==> src/rtl/case_scan_sequencer.sv <==
// Priority case-item scanner: one item per cycle, first match wins, result held until consumed.
// Item 0 is the per-request key; items 1..NITEMS-1 come from a small writable table.
module case_scan_sequencer #(
  parameter int W = 4,
  parameter int NITEMS = 4,
  parameter int ANS_W = 4,
  parameter logic [ANS_W-1:0] DEFAULT_ANS = '0
) (
  input  logic             clk,
  input  logic             rst,
  input  logic             in_valid,
  output logic             in_ready,
  input  logic [W-1:0]     in_sel,
  input  logic [W-1:0]     in_key,
  input  logic [ANS_W-1:0] in_key_ans,
  input  logic             cfg_we,
  input  logic [3:0]       cfg_idx,
  input  logic [W-1:0]     cfg_val,
  input  logic [ANS_W-1:0] cfg_ans,
  output logic             cfg_ack,
  output logic             out_valid,
  input  logic             out_ready,
  output logic [31:0]      out_ans,
  output logic             out_hit,
  output logic [3:0]       out_idx,
  output logic [W-1:0]     out_sel_next
);

  localparam logic [4:0] LAST = 5'(NITEMS - 1);

  typedef enum logic [1:0] {
    IDLE = 2'd0,
    SCAN = 2'd1,
    DONE = 2'd2
  } state_t;

  state_t state, state_nxt;

  logic [W-1:0]     sel_q;
  logic [W-1:0]     key_q;
  logic [W-1:0]     sel_next_q;
  logic [ANS_W-1:0] key_ans_q;
  logic [3:0]       ptr;

  // Sized to the full 4-bit index space; entries at or above NITEMS stay invalid forever.
  logic [W-1:0]     tbl_val [16];
  logic [ANS_W-1:0] tbl_ans [16];
  logic [15:0]      tbl_vld;

  logic             accept;
  logic             cfg_ok;
  logic             at_last;
  logic             item_hit;
  logic [ANS_W-1:0] item_ans;

  assign cfg_ok    = cfg_we && (state == IDLE) && (cfg_idx != 4'd0) && ({1'b0, cfg_idx} <= LAST);
  assign at_last   = ({1'b0, ptr} == LAST);
  assign in_ready  = (state == IDLE);
  assign out_valid = (state == DONE);

  // Only the captured pre-increment selector is ever compared.
  always_comb begin
    item_hit = 1'b0;
    item_ans = key_ans_q;
    if (ptr == 4'd0) begin
      item_hit = (key_q == sel_q);
    end else begin
      item_hit = tbl_vld[ptr] && (tbl_val[ptr] == sel_q);
      item_ans = tbl_ans[ptr];
    end
  end

  always_ff @(posedge clk) begin
    if (rst) state <= IDLE;
    else     state <= state_nxt;
  end

  always_comb begin
    state_nxt = state;
    accept    = 1'b0;
    case (state)
      IDLE: begin
        if (in_valid) begin
          accept    = 1'b1;
          state_nxt = SCAN;
        end
      end
      SCAN: begin
        if (item_hit || at_last) state_nxt = DONE;
      end
      DONE: begin
        if (out_ready) state_nxt = IDLE;
      end
      default: state_nxt = IDLE;
    endcase
  end

  always_ff @(posedge clk) begin
    if (rst) begin
      sel_q        <= '0;
      key_q        <= '0;
      key_ans_q    <= '0;
      sel_next_q   <= '0;
      ptr          <= '0;
      cfg_ack      <= 1'b0;
      out_ans      <= '0;
      out_hit      <= 1'b0;
      out_idx      <= '0;
      out_sel_next <= '0;
      tbl_vld      <= '0;
      for (int i = 0; i < 16; i++) begin
        tbl_val[i] <= '0;
        tbl_ans[i] <= '0;
      end
    end else begin
      cfg_ack <= cfg_ok;
      // A same-cycle write lands before the first SCAN compare, so the new request sees it.
      if (cfg_ok) begin
        tbl_val[cfg_idx] <= cfg_val;
        tbl_ans[cfg_idx] <= cfg_ans;
        tbl_vld[cfg_idx] <= 1'b1;
      end
      if (accept) begin
        sel_q      <= in_sel;
        key_q      <= in_key;
        key_ans_q  <= in_key_ans;
        sel_next_q <= in_sel + W'(1);
        ptr        <= '0;
      end
      if (state == SCAN) begin
        if (item_hit) begin
          out_ans      <= 32'(item_ans);
          out_hit      <= 1'b1;
          out_idx      <= ptr;
          out_sel_next <= sel_next_q;
        end else if (at_last) begin
          out_ans      <= 32'(DEFAULT_ANS);
          out_hit      <= 1'b0;
          out_idx      <= '0;
          out_sel_next <= sel_next_q;
        end else begin
          ptr <= ptr + 4'd1;
        end
      end
    end
  end

endmodule
==> config.mk <==
export PLATFORM = sky130hd
export DESIGN_NAME = case_scan_sequencer
export DESIGN_NICKNAME = d
export VERILOG_FILES = /design/src/rtl/case_scan_sequencer.sv
export SDC_FILE = /design/constraint.sdc
export NUM_CORES = 1
export LEC_CHECK = 0
export ABC_AREA = 1
export ABC_CLOCK_PERIOD_IN_PS = 3100
export CORE_UTILIZATION = 25
export DETAILED_ROUTE_END_ITERATION = 8
export GPL_TIMING_DRIVEN = 1
export PLACE_DENSITY = 0.49
export SLEW_MARGIN = 10
export SYNTH_ARGS = -nofsm -noshare
export SYNTH_HDL_FRONTEND = slang
export SYNTH_SLANG_ARGS = --single-unit
==> constraint.sdc <==
create_clock -name clk -period 3.1 [get_ports clk]
set_input_delay 0.62 -clock clk [delete_from_list [all_inputs] [get_ports clk]]
set_output_delay 0.62 -clock clk [all_outputs]
set_load 0.02 [all_outputs]
======== Word level (Yosys, flattened, before mapping) ========
Memories as Yosys holds them, arrays and structs flattened. A register that Yosys moved wholly into a read port is not among the register bits.
Index checks and enable logic that the tools add are counted.
storage, ports and cells
  bits in registers ....................... 80
  memory bits (writable) .................. 128
  logic and storage cells ................. 80
  memories kept ........................... 2
  bits of input ports ..................... 29
  output and inout bits ................... 44
memory list
  memory   depth  width  rd ports  clocked after memory_dff  write ports  line  source
  tbl_ans  16     4      1         1                         16           47    logic [ANS_W-1:0] tbl_ans [16];
  tbl_val  16     4      1         1                         16           46    logic [W-1:0] tbl_val [16];
operators by class
  reductions and logical operators ........ 14
  add/sub/neg operators ................... 2
  equal/unequal tests ..................... 8
  order comparisons ....................... 4
  bitwise logic cells ..................... 1
  mux-type cells .......................... 37
operators by type and width
  cell                 number
  $mux 32              2
  $mux 4               15
  $or 16x16->16        1
  $mux 1               14
  $lt 4x5->1 const B   2
  $add 4x1->4 const B  2
  $eq 4x4->1           2
  $reduce_or 4->1      2
  $mux 2               3
  $pmux 2 s3           1
  $logic_and 1x1->1    5
  $bmux 1 s4           1
  $demux 1 s4          1
  $eq 4x2->1 const B   1
  $ge 4x1->1 const B   1
  $le 4x2->1 const B   1
  $logic_not 4->1      1
  $ne 2x2->1 const B   2
  $reduce_bool 4->1    1
  $reduce_and 3->1     1
  $eq 2x1->1 const B   1
  $eq 2x2->1 const B   1
  $logic_not 2->1      1
  $ne 2x1->1 const B   1
  3 further kinds      3

======== Depth between registers and ports, before layout ========
  depth in word-level cells ............... 9
  mapped depth ............................ 19

======== Worst setup path after synthesis ========
Ideal clock, no wire load.
  kind .................................... register -> register
  start point ............................. reg ptr[1]
  end point ............................... reg out_ans[0]
  data arrival time ....................... 2467 ps
  path buffers ............................ 5
  cell stages (with the launch flop) ...... 14
  setup slack ............................. 494 ps
  clock period less this slack ............ 2606 ps
  setup time .............................. 139 ps
  path through ............................ dfxtp_1 buf_6 inv_2 buf_2 buf_1 ha_1 nand2_1 or4_1 clkbuf_1 nand3_4 nand2_4 buf_12 nand2_4 a21oi_2
on the way
  longest elaborated chain between the ends .. 6
  elaborated cells between the ends (all ways) .. 10
  classes of those cells .................. eq/ne (1); mux (5); reduce/logical (4)
ends and longest elaborated chain
  element                       line  source
  start, declared               43    logic [3:0] ptr;
  start signal, assigned        142   ptr <= ptr + 4'd1;
  $bmux 1 s4                    68    item_hit = tbl_vld[ptr] && (tbl_val[ptr] == sel_q);
  $mux 1 (implied by the code)  68
  $logic_and 1x1->1             68
  $mux 1                        65    if (ptr == 4'd0) begin
  $reduce_bool 2->1 (no line)   n/a
  $reduce_and 2->1 (no line)    n/a
  end signal, assigned          132   out_ans <= 32'(item_ans);
  end signal, assigned          137   out_ans <= 32'(DEFAULT_ANS);
  end, declared                 23    output logic [31:0] out_ans,
Parallel ways exist; a longest one is shown, timed or not. The select of a mux whose other input is x is not followed.
A chain may end at the register's enable or synchronous reset.

======== Final worst setup path ========
  start point ............................. reg ptr[0]
  end point ............................... reg out_ans[3]
The elaborated chain is that of the path after synthesis.

==> out/qor.txt <==
H-tree levels - 4
# DRC - 0
Slew margin rel. - 46.0%
Critical path class - register to register
Final Hold Viols - 0
Final period util - 83.3%
Clock transition at the registers of the reported paths - 80 ps
Pwr Total - 5780 uW
Core area - 0.0316 mm^2
Status - finished, final reports clean
Final core area utilization - 30.6%
Peak supply drop - 328 uV
Worst Skew - 15.0 ps
Pleak - 0.00402 uW
Number of synthesized flops with an enable pin - 128
Endpoint class of the critical path - register
Slowest CP cell - buf_4
Share of cells above drive strength 1 - 8.78%
Hpwl dp - 10,900 um
CP dominant cell by count - nand2_1
Longest Clk Path Bufs - 2
Worst path arrival time - 2870 ps
Top cells by area, synth - edfxtp_1 48%, dfxtp_1 13%, nand2_1 9.2%, nand3_1 4.9%, inv_1 4.2%
# hold bufs at CTS - 0
Starting Density - 25.4%
Initial antenna violation count - 0
Post-synthesis async set-or-reset flop share - 0%
Number of gates resized after CTS - 0
I/O pin cnt - 73
Min Tclk post-route - 2580 ps
Register bit total from synthesis - 180
CTS tree - yes
Sequential share of the synthesized area - 60.8%
PortBufs - 44
Vias per inst - 3.93
# rows - 65
Critical Path Max Stage Delay - 500 ps
Actual slew at the worst max-slew pin - 810 ps
Area Growth Syn to Fin - 20.3%
WHS Path Cells - 2
Vias - 5,381
Yosys cell types - 34
Placed cells - 1,338
Critical path cell sequence - buf_4 -> nand2_1 -> nand3_1 -> nand2_1 -> nand2_1 -> nand2_1 -> inv_2 -> nand2_1 -> nand2_1 -> nand2_1 -> nor2_2 -> nand3_4 -> nand3_4 -> nand2_4 -> nand2_1 -> a21oi_1
Top flop regs - tbl_ans: 64 flops, tbl_val: 64 flops, tbl_vld: 16 flops
Global-route usage over all layers - 11.1%
Avg WL per Cell - 12.6 um
Nets@finish - 987
GR Overflow Total - 0
Final Max Tran Viols - 0
Postcts setup bufs - 0
Die area - 0.0329 mm^2
Share of the synthesized area in the top cell type - 47.8%
Gpl congestion - 0.735
Highest clock rate - 387 MHz
DRT Wirelength - 17,200 um
RSZ-0062 raised after global routing - false
Chip Width - 181 um
DR pass1 iterations - 5
Synthesis Warnings - 0
Required @ worst endpoint - 3390 ps
Max Cap Viol - 0
Synthesized instance count - 825
First-pass GRT wire length - 28,000 um
Top FF cell, synth - edfxtp_1
Worst skew pair latency - 440 ps
Final setup viols - 0
Vias in the first global route - 5,210
Chip height - 181 um
Non-Filler Instances - 1,370
Largest net degree at the start of global routing - 138
Pwr/cell area - 598 mW/mm^2
DRT iter0 DRCs - 312
Synthesized area - 0.00804 mm^2
Worst reg-to-reg path cell count - 16
Synth area leader - edfxtp_1
Antenna-violating nets left - 0
CP Launch Type - register
Clock buffer count from CTS - 17
Root Driver - clkbuf_16
Mean post-synth cell area - 9.75 um^2
Type of the worst min-delay path - register to register
Setup_tns - 0 ps
Worst Path Max Fanout - 55
# diodes - 0
Clk sinks - 180
[metal layers]
layer	global-route usage (%)	routed length, um	vias to the layer above
met4	3.56	186	0
met2	18.0	8210	91
met5	0	0	-
met1	14.4	8240	2479
met3	2.82	586	13
li1	-	-	2798
[cells in the final DEF (no fill, tap or decap), drive strengths merged, types with 19 or more instances in the layout]
cell type / instances
o21ai: 29
conb: 132
nor2: 73
nand2: 208
inv: 102
edfxtp: 128
clkdlybuf4s50: 43
a21oi: 46
buf: 19
nand3: 80
dfxtp: 52
[critical path: cells and delay by family (launching register included)]
family	cells	cell delay, ps
AOI/OAI and AO/OA	1	60
buffers and inverters	2	570
and+or+nand+nor	13	1360
DFF	1	380
[final cells by class]
class | instances | area, um^2
fill | 3297 | 22000
tap | 402 | 503
sequential | 180 | 4890
multi-input combinational | 601 | 2780
clock inverter | 15 | 136
inverter | 93 | 354
timing repair buffer | 62 | 586
clock buffer | 17 | 425
[path summary, 6_finish.rpt]
path	startpoint	endpoint	slack (ps)
worst max-delay path	ptr[0]	out_ans[3]	520
worst min-delay path	tbl_vld[12]	tbl_vld[12]	420
worst max register to register	ptr[0]	out_ans[3]	520
worst min register to register	tbl_vld[12]	tbl_vld[12]	420
[logic make-up after synthesis]
kind of cell,count (synthesis),share of synthesized area (%)
buf+inv,175,10.8
other cells,1,0.0466
fa+ha+maj,3,0.467
compound gates,93,7.21
xor+xnor,8,0.871
flops,180,60.8
simple gates,365,19.9
[cell usage after synthesis (10+ instances only)]
cell type  count
a21oi_1       35
a21oi_2       10
buf_4         32
clkbuf_1      29
dfxtp_1       52
edfxtp_1     128
inv_1         89
nand2_1      197
nand2_4       10
nand3_1       78
nor2_1        68
o21ai_0       26
[through the flow]
step	worst slack, ps	hold WS, ps	instance area (um^2)
floorplan	494	400	8530
global placement	481	407	9110
detailed placement	481	410	9110
CTS	476	420	9670
global route	176	450	9670
finish	517	419	9670
[power breakdown]
group | leakage, uW | total (uW) | switching [uW] | internal (uW)
clock | 0.000272 | 2070 | 1010 | 1060
combinational | 0.00206 | 912 | 619 | 293
sequential | 0.00169 | 2800 | 57.3 | 2740
total | 0.00402 | 5780 | 1680 | 4100
Note: power is estimated with default switching activity, not from simulation.
